**config.mk**
```make
export PLATFORM = sky130hd
export DESIGN_NAME = result_bus_arbiter
export DESIGN_NICKNAME = d
export VERILOG_FILES = /design/src/rtl/alu_pkg.sv /design/src/rtl/mux_8to1.sv /design/src/rtl/result_bus_arbiter.sv
export SDC_FILE = /design/constraint.sdc
export NUM_CORES = 1
export LEC_CHECK = 0
export BUFFER_PORTS_ARGS = -buffer_cell sky130_fd_sc_hd__buf_2
export CAP_MARGIN = 10
export CORE_ASPECT_RATIO = 0.75
export CORE_UTILIZATION = 48
export CTS_CLUSTER_DIAMETER = 50
export DETAILED_ROUTE_END_ITERATION = 6
export GPL_ROUTABILITY_DRIVEN = 0
export MAX_ROUTING_LAYER = met4
export PLACE_DENSITY = 0.82
export SLEW_MARGIN = 20
export SYNTH_ARGS = -nofsm -noshare
export SYNTH_HDL_FRONTEND = slang
export SYNTH_SLANG_ARGS = --single-unit
```
**constraint.sdc**
```tcl
create_clock -name clk -period 7 [get_ports clk]
set_clock_uncertainty 0.05 [all_clocks]
set_input_delay 1.4 -clock clk [delete_from_list [all_inputs] [get_ports clk]]
set_output_delay 1.4 -clock clk [all_outputs]
set_load 0.1 [all_outputs]
```
**src/rtl/alu_pkg.sv**
```systemverilog
// rtl/alu_pkg.sv - shared constants and types for the result bus arbiter
package alu_pkg;

    localparam int REQ_N      = 8;   // number of requesters sharing the result bus
    localparam int SEL_W      = 3;   // width of a requester index
    localparam int PRIO_RR    = 0;   // round-robin arbitration
    localparam int PRIO_FIXED = 1;   // fixed priority, lowest index wins

    // Output stage occupancy; the state bit doubles as out_valid.
    typedef enum logic {
        ST_EMPTY = 1'b0,
        ST_FULL  = 1'b1
    } stage_state_e;

endpackage

```
**src/rtl/mux_8to1.sv**
```systemverilog
// rtl/mux_8to1.sv - 8:1 data multiplexer for the result bus
// Ports:
//   sel     in   3      index of the input routed to y
//   d0..d7  in   WIDTH  candidate words
//   y       out  WIDTH  selected word
module Mux_8to1 #(
    parameter int WIDTH = 8
) (
    input  logic [2:0]       sel,
    input  logic [WIDTH-1:0] d0,
    input  logic [WIDTH-1:0] d1,
    input  logic [WIDTH-1:0] d2,
    input  logic [WIDTH-1:0] d3,
    input  logic [WIDTH-1:0] d4,
    input  logic [WIDTH-1:0] d5,
    input  logic [WIDTH-1:0] d6,
    input  logic [WIDTH-1:0] d7,
    output logic [WIDTH-1:0] y
);

    always_comb begin
        y = d0;
        case (sel)
            3'd0: y = d0;
            3'd1: y = d1;
            3'd2: y = d2;
            3'd3: y = d3;
            3'd4: y = d4;
            3'd5: y = d5;
            3'd6: y = d6;
            3'd7: y = d7;
            default: y = d0;
        endcase
    end

endmodule

```
**src/rtl/result_bus_arbiter.sv**
```systemverilog
// rtl/result_bus_arbiter.sv - 8-way arbiter driving a registered result bus stage
// Ports:
//   clk, rst    clock and synchronous active-high reset
//   req[7:0]    per-requester word-valid; word held stable until acked
//   in0..in7    candidate words
//   ack[7:0]    one-hot, combinational; marks the word captured at the next edge
//   out_data    registered winning word
//   out_src     index of the requester that supplied out_data
//   out_valid   out_data/out_src valid
//   out_ready   consumer accepts the word when out_valid & out_ready
module result_bus_arbiter
    import alu_pkg::*;
#(
    parameter int WIDTH         = 8,
    parameter int PRIORITY_MODE = 0
) (
    input  logic             clk,
    input  logic             rst,
    input  logic [7:0]       req,
    input  logic [WIDTH-1:0] in0,
    input  logic [WIDTH-1:0] in1,
    input  logic [WIDTH-1:0] in2,
    input  logic [WIDTH-1:0] in3,
    input  logic [WIDTH-1:0] in4,
    input  logic [WIDTH-1:0] in5,
    input  logic [WIDTH-1:0] in6,
    input  logic [WIDTH-1:0] in7,
    output logic [7:0]       ack,
    output logic [WIDTH-1:0] out_data,
    output logic [2:0]       out_src,
    output logic             out_valid,
    input  logic             out_ready
);

    stage_state_e     state;
    logic [SEL_W-1:0] ptr;
    logic [SEL_W-1:0] sel;
    logic [SEL_W-1:0] base;
    logic [WIDTH-1:0] mux_y;
    logic             any_req;
    logic             load_en;

    // Rotate req so that index 'p' sits at bit 0, take the lowest set bit,
    // then add 'p' back (mod 8) to recover the original requester index.
    function automatic logic [SEL_W-1:0] pick_winner(input logic [REQ_N-1:0] r,
                                                     input logic [SEL_W-1:0] p);
        logic [2*REQ_N-1:0] dbl;
        logic [REQ_N-1:0]   rot;
        logic [SEL_W-1:0]   idx;
        dbl = {r, r};
        rot = dbl[p +: REQ_N];
        idx = '0;
        for (int k = REQ_N - 1; k >= 0; k--) begin
            if (rot[k]) idx = k[SEL_W-1:0];
        end
        return idx + p;
    endfunction

    // Fixed priority is the same search anchored permanently at index 0.
    assign base      = (PRIORITY_MODE == PRIO_RR) ? ptr : '0;
    assign sel       = pick_winner(req, base);
    assign any_req   = |req;
    assign out_valid = (state == ST_FULL);
    assign load_en   = !out_valid || out_ready;

    always_comb begin
        ack = '0;
        if (load_en && any_req && !rst) ack[sel] = 1'b1;
    end

    Mux_8to1 #(.WIDTH(WIDTH)) u_mux (
        .sel (sel),
        .d0  (in0),
        .d1  (in1),
        .d2  (in2),
        .d3  (in3),
        .d4  (in4),
        .d5  (in5),
        .d6  (in6),
        .d7  (in7),
        .y   (mux_y)
    );

    always_ff @(posedge clk) begin
        if (rst) begin
            state    <= ST_EMPTY;
            out_data <= '0;
            out_src  <= '0;
            ptr      <= '0;
        end else begin
            case (state)
                ST_EMPTY: begin
                    if (any_req) begin
                        out_data <= mux_y;
                        out_src  <= sel;
                        ptr      <= sel + 1'b1;
                        state    <= ST_FULL;
                    end
                end
                ST_FULL: begin
                    // Drain and refill share one edge so the stream has no bubble.
                    if (out_ready) begin
                        if (any_req) begin
                            out_data <= mux_y;
                            out_src  <= sel;
                            ptr      <= sel + 1'b1;
                        end else begin
                            state <= ST_EMPTY;
                        end
                    end
                end
                default: state <= ST_EMPTY;
            endcase
        end
    end

endmodule

```
# Word-level counts from Yosys, hierarchy flattened
# Index checks and enable logic that the tools add are counted.
dict set report word_totals {
  out_inout_bits 20
  regBits 15
  input_bits 75
  word_cells 50
}
dict set report classes {
  order_cmp 2
  muxes 24
  n_bitwise 1
  add_sub_neg 2
  n_reduce_logical 8
  eq_ne 8
  n_shift 1
}
# op count
set op_table {}
lappend op_table {{8-bit one-hot mux with 8 select lines} 1}
lappend op_table {{3-bit two-way mux} 12}
lappend op_table {{8-bit two-way mux} 3}
lappend op_table {{8-bit one-hot mux with 2 select lines} 1}
lappend op_table {{16-bit by 4-bit variable part select with 8-bit output} 1}
lappend op_table {{3-bit == test, second input constant} 4}
lappend op_table {{3-bit one-hot mux with 2 select lines} 2}
lappend op_table {{8-bit OR reduction} 1}
lappend op_table {{3-bit by 2-bit == test with 1-bit output, second input constant} 2}
lappend op_table {{3-bit by 4-bit < comparator with 1-bit output, second input constant} 1}
lappend op_table {{3-bit by 1-bit adder with 3-bit output, second input constant} 1}
lappend op_table {{3-bit adder} 1}
lappend op_table {{1-bit demux with 3-bit select} 1}
lappend op_table {{3-bit by 1-bit == test with 1-bit output, second input constant} 1}
lappend op_table {{3-bit by 1-bit >= comparator with 1-bit output, second input constant} 1}
lappend op_table {{1-bit logical AND} 3}
lappend op_table {{3-bit zero test} 1}
lappend op_table {{1-bit two-way mux} 3}
lappend op_table {{1-bit zero test} 2}
lappend op_table {{2-bit inequality test, second input constant} 1}
lappend op_table {{1-bit one-hot mux with 2 select lines} 1}
lappend op_table {{1-bit logical OR} 1}
lappend op_table {{1-bit NOT} 1}

# Longest topological paths before layout
dict set report logic_depth {
  ltp_word 15
  ltp_mapped 23
  ltp_nobuf 19
}

# Cells and area by module
# Synthesis repeated with hierarchy kept, for this count alone.
dict set report unflattened {
  cells_unflattened 217
  hier_area_um2 1840.5
}
# mod n_inst area_each_um2 seq_area_each_um2 cells_each
set by_module_without_submodules {}
lappend by_module_without_submodules {result_bus_arbiter 1 1272.5 300.3 178}
lappend by_module_without_submodules {Mux_8to1 1 568.0 0.0 39}

# Worst setup path after synthesis
# Ideal clock, no wire load.
dict set report synth_timing {
  path_type {input to output}
  from {input req[1]}
  to {output ack[2]}
  setup_slack_ns -0.447
  n_path_buf 3
  required_ns 5.550
  t_arrival_ns 5.997
  cell_stages 15
  cell_sequence {mux2_2 -> nor2_1 -> a21oi_1 -> a22oi_1 -> nor2_1 -> a221o_1 -> a21boi_0 -> o32ai_1 -> ha_1 -> inv_1 -> fa_1 -> clkbuf_1 -> buf_1 -> clkbuf_1 -> nor3_1}
}
dict set report synth_via {
  elab_chain_cells 15
  elab_cells_between_ends 19
  cone_classes {1 x add/sub; 2 x order compare; 1 x shift; 11 x mux; 4 x reduce/logical}
}
# item line
set synth_lines {}
lappend synth_lines {{start: declaration} result_bus_arbiter.sv:19} ;# input logic [7:0] req,
lappend synth_lines {{16-bit by 4-bit variable part select with 8-bit output} result_bus_arbiter.sv:51} ;# rot = dbl[p +: REQ_N];
lappend synth_lines {{3-bit two-way mux (8 in series)} result_bus_arbiter.sv:54} ;# if (rot[k]) idx = k[SEL_W-1:0];
lappend synth_lines {{3-bit adder} result_bus_arbiter.sv:56} ;# return idx + p;
lappend synth_lines {{3-bit by 4-bit < comparator with 1-bit output (not written as such) / 3-bit by 1-bit >= comparator with 1-bit output (equally long branches)} result_bus_arbiter.sv:68} ;# if (load_en && any_req && !rst) ack[sel] = 1'b1;
lappend synth_lines {{1-bit logical AND (not written as such)} result_bus_arbiter.sv:68}
lappend synth_lines {{1-bit two-way mux (not written as such)} result_bus_arbiter.sv:68}
lappend synth_lines {{1-bit demux with 3-bit select} result_bus_arbiter.sv:68}
lappend synth_lines {{8-bit two-way mux (*)} result_bus_arbiter.sv:68}
lappend synth_lines {{end: declaration} result_bus_arbiter.sv:28} ;# output logic [7:0] ack,
# Every way passes the cells marked *; elsewhere a longest branch is shown, timed or not.

# Worst setup path in the final report
dict set report layout_timing {
  from {input req[7]}
  to {output ack[6]}
}
# The elaborated chain is that of the path after synthesis.

==> flow_summary.ini <==
[run_status]
status = finished, final reports clean

[critical_path]
crit_type = in -> out
cp-startpoint = req[7]
r2r_end = out_data[6]
worstPathMaxFanout = 11
cp.arrival_ps = 4790
endpoint_kind = primary output
r2r_slack_ps = 1770
start_kind = input port
worstRegToRegCells = 18
cp.required_ps = 5550
reg2reg_from = base[1]
endpoint = ack[6]

[synth]
synth-seq-area-share_pct = 14.82
synth_edf_count = 0
async_flop_share_pct = 0
synth_top_family_by_area = simple AND/OR/NAND/NOR gates
synth_xor_xnor_area_share_pct = 1.297
synthTopCellsByCount = nor2_1, nand2_1, mux2i_1
yosys_warnings = 0
yosysMostFrequentCell = nor2_1
synth_compound_area_share_pct = 25.94
syn_area_mm2 = 0.002026
synth_top_area_share_pct = 14.82
synth_fp_nets = 372
synth_ff_type = dfxtp_1
synth_area_leaders = dfxtp_1, mux2i_1, nor2_1
synth_top_cell_by_area = dfxtp_1
synthCells = 294
synth_cell_types = 49
synth_fa_ha_area_share_pct = 2.224
avgSynthCellArea_um2 = 6.890
yosys.area_share.simple_pct = 32.49
synth.area.mux_share_pct = 17.36
synth-seq-cells = 15

[layout]
design_area_mm2 = 0.002675
fin_nets = 452
diodes = 0
fillCellCount = 353
drive_above_1_share_pct = 33.24
syn_to_final_growth_pct = 32.06

[drt]
via_count = 2593
avgRoutedWirePerCell_um = 14.59
wl_met3_um = 677
finalWirelength_mm = 6.245
drt_first_iter_violations = 272
drtAntennaViolNets = 0
vias_per_cell = 6.058
met2_length_mm = 2.789
drc = 0
met1_length_mm = 2.729
first_pass_iters = 5
highest_layer = met4

[floorplan]
die-area_mm2 = 0.004487
start_util_pct = 49.97
num_rows = 20
ios = 95
dieHeight_um = 58.26
coreArea_mm2 = 0.004054
die_w_um = 77.01

[timing]
finalCritPeriodShare_pct = 89.08
rsz0062_at_grt = no
maxSlewViolCount = 0
worst_pin_slew_ps = 978.4
max_freq_mhz = 160.4
hold_viol = 0
period_minus_slack_ps = 6236
slew_headroom_pct = 34.68
finalSetupViolCount = 0

[min_path]
hold_path.class = reg -> reg
holdPathStages = 2

[cts]
clockRootBuffer = clkbuf_8
clkSinkCount = 15
cts_tree = done
cts_buffer_depth = 2
ctsHoldBuffers = 0
ctsResizeCount = 0
cts.clk_slew.worst_paths_ps = 60
cts_buffers = 3
htreeDepth = 1
post_cts_buffers = 0
clk_latency_ps = 250

[global_route]
grt_pass1_wl_mm = 9.839
grt_max_degree = 31
antenna_found_initial = 0
track_usage_pct = 27.84
grt_overflow_total = 0
grt_pass1_vias = 2154

[placed_design]
postPlaceCellArea_mm2 = 0.002623
dp_hpwl_mm = 4.698
portBuffers = 94

[job]
drv_cap = 0
sequential cells by signal, indices dropped and copies added (netlist names):
name / count
out_data: 8
base: 3
out_src: 3
out_valid: 1
metrics by stage:
step | setup TNS [ps] | util [%] | worst slack [ps] | instances | hold WS [ps]
2_1_floorplan | -894.6 | - | -447.3 | 294 | 648.9
3_3_place_gp | 0 | 64.69 | 993.9 | 424 | 392.4
3_5_place_dp | 0 | 64.69 | 854.4 | 424 | 391.5
4_1_cts | 0 | 65.80 | 822.9 | 428 | 397.5
5_1_grt | 0 | 65.99 | 498.7 | 428 | 414.9
6_report | 0 | 65.99 | 764.3 | 428 | 397.9
per-layer routing:
metal  track usage (%)  vias to the layer above
li1                  -                     1256
met5                 -                        -
met4             5.660                        0
met3             6.614                        9
met2             42.98                      166
met1             37.20                     1162
cells by family (layout without fill, tap and decap cells):
family / after synthesis / count (layout)
compound gates: 74 / 74
buf+inv: 30 / 109
mux: 33 / 33
xor+xnor: 3 / 3
simple gates: 136 / 136
flops: 15 / 15
fa+ha+maj: 3 / 3
cell type report:
cell class              instances  area [µm²]  area share, %
well taps                      55       68.82          2.572
flip-flops and latches         15       300.3          11.23
repair buffers                 98       620.6          23.20
clock buffers                   4       45.04          1.684
inverters                       7       26.28         0.9822
multi-input cells             249        1614          60.34
placed cells by master (no fill, tap or decap), types with 2 or more instances in the layout:
master,synthesis,final
nor2b_1,2,2
o21ai_0,15,15
nor3_1,15,15
a211oi_1,15,15
clkbuf_8,0,3
a22oi_1,2,2
mux2i_1,19,19
mux2_2,13,13
and3_1,3,3
nand4_1,6,6
a221o_1,5,5
xnor2_1,2,2
and2_1,2,2
nand2b_1,5,5
nor2_1,43,43
nor4_1,4,4
nand3_1,5,5
nor4_2,2,2
o21bai_1,2,2
o21ai_1,2,2
buf_4,1,4
a21oi_1,14,14
a211o_1,2,2
ha_1,2,2
o22ai_1,2,2
a2111oi_0,2,2
inv_1,6,6
a311oi_1,5,5
nor3b_1,4,4
buf_12,0,8
or4_1,3,3
buf_2,2,86
or3_1,2,2
nand2_1,37,37
dfxtp_1,15,15
a32o_1,2,2
worst max-delay path: stages:
cell and delay (ps):
buf_2 140, mux2_2 270, o21ai_0 210, a22oi_1 100, nor2_1 110, a221o_1 140
a21oi_1 70, o32ai_1 240, ha_1 190, inv_1 50, fa_1 430, xnor2_1 250
xnor2_1 100, buf_4 180, inv_2 160, nand2_1 140, nor3_1 340, buf_12 230
worst min path at each step:
| stage | start | end | slack, ps |
|---|---|---|---|
| final | out_data[5] | out_data[5] | 400 |
| after global routing | out_data[5] | out_data[5] | 410 |
| after CTS | out_data[5] | out_data[5] | 400 |
| after detailed placement | out_data[5] | out_data[5] | 390 |
| after global placement | out_data[3] | out_data[3] | 390 |
| after floorplan | base[2] | base[2] | 650 |
Power is not shown: default switching activity piles up to over one toggle a cycle in this logic, so the estimate is an artifact.
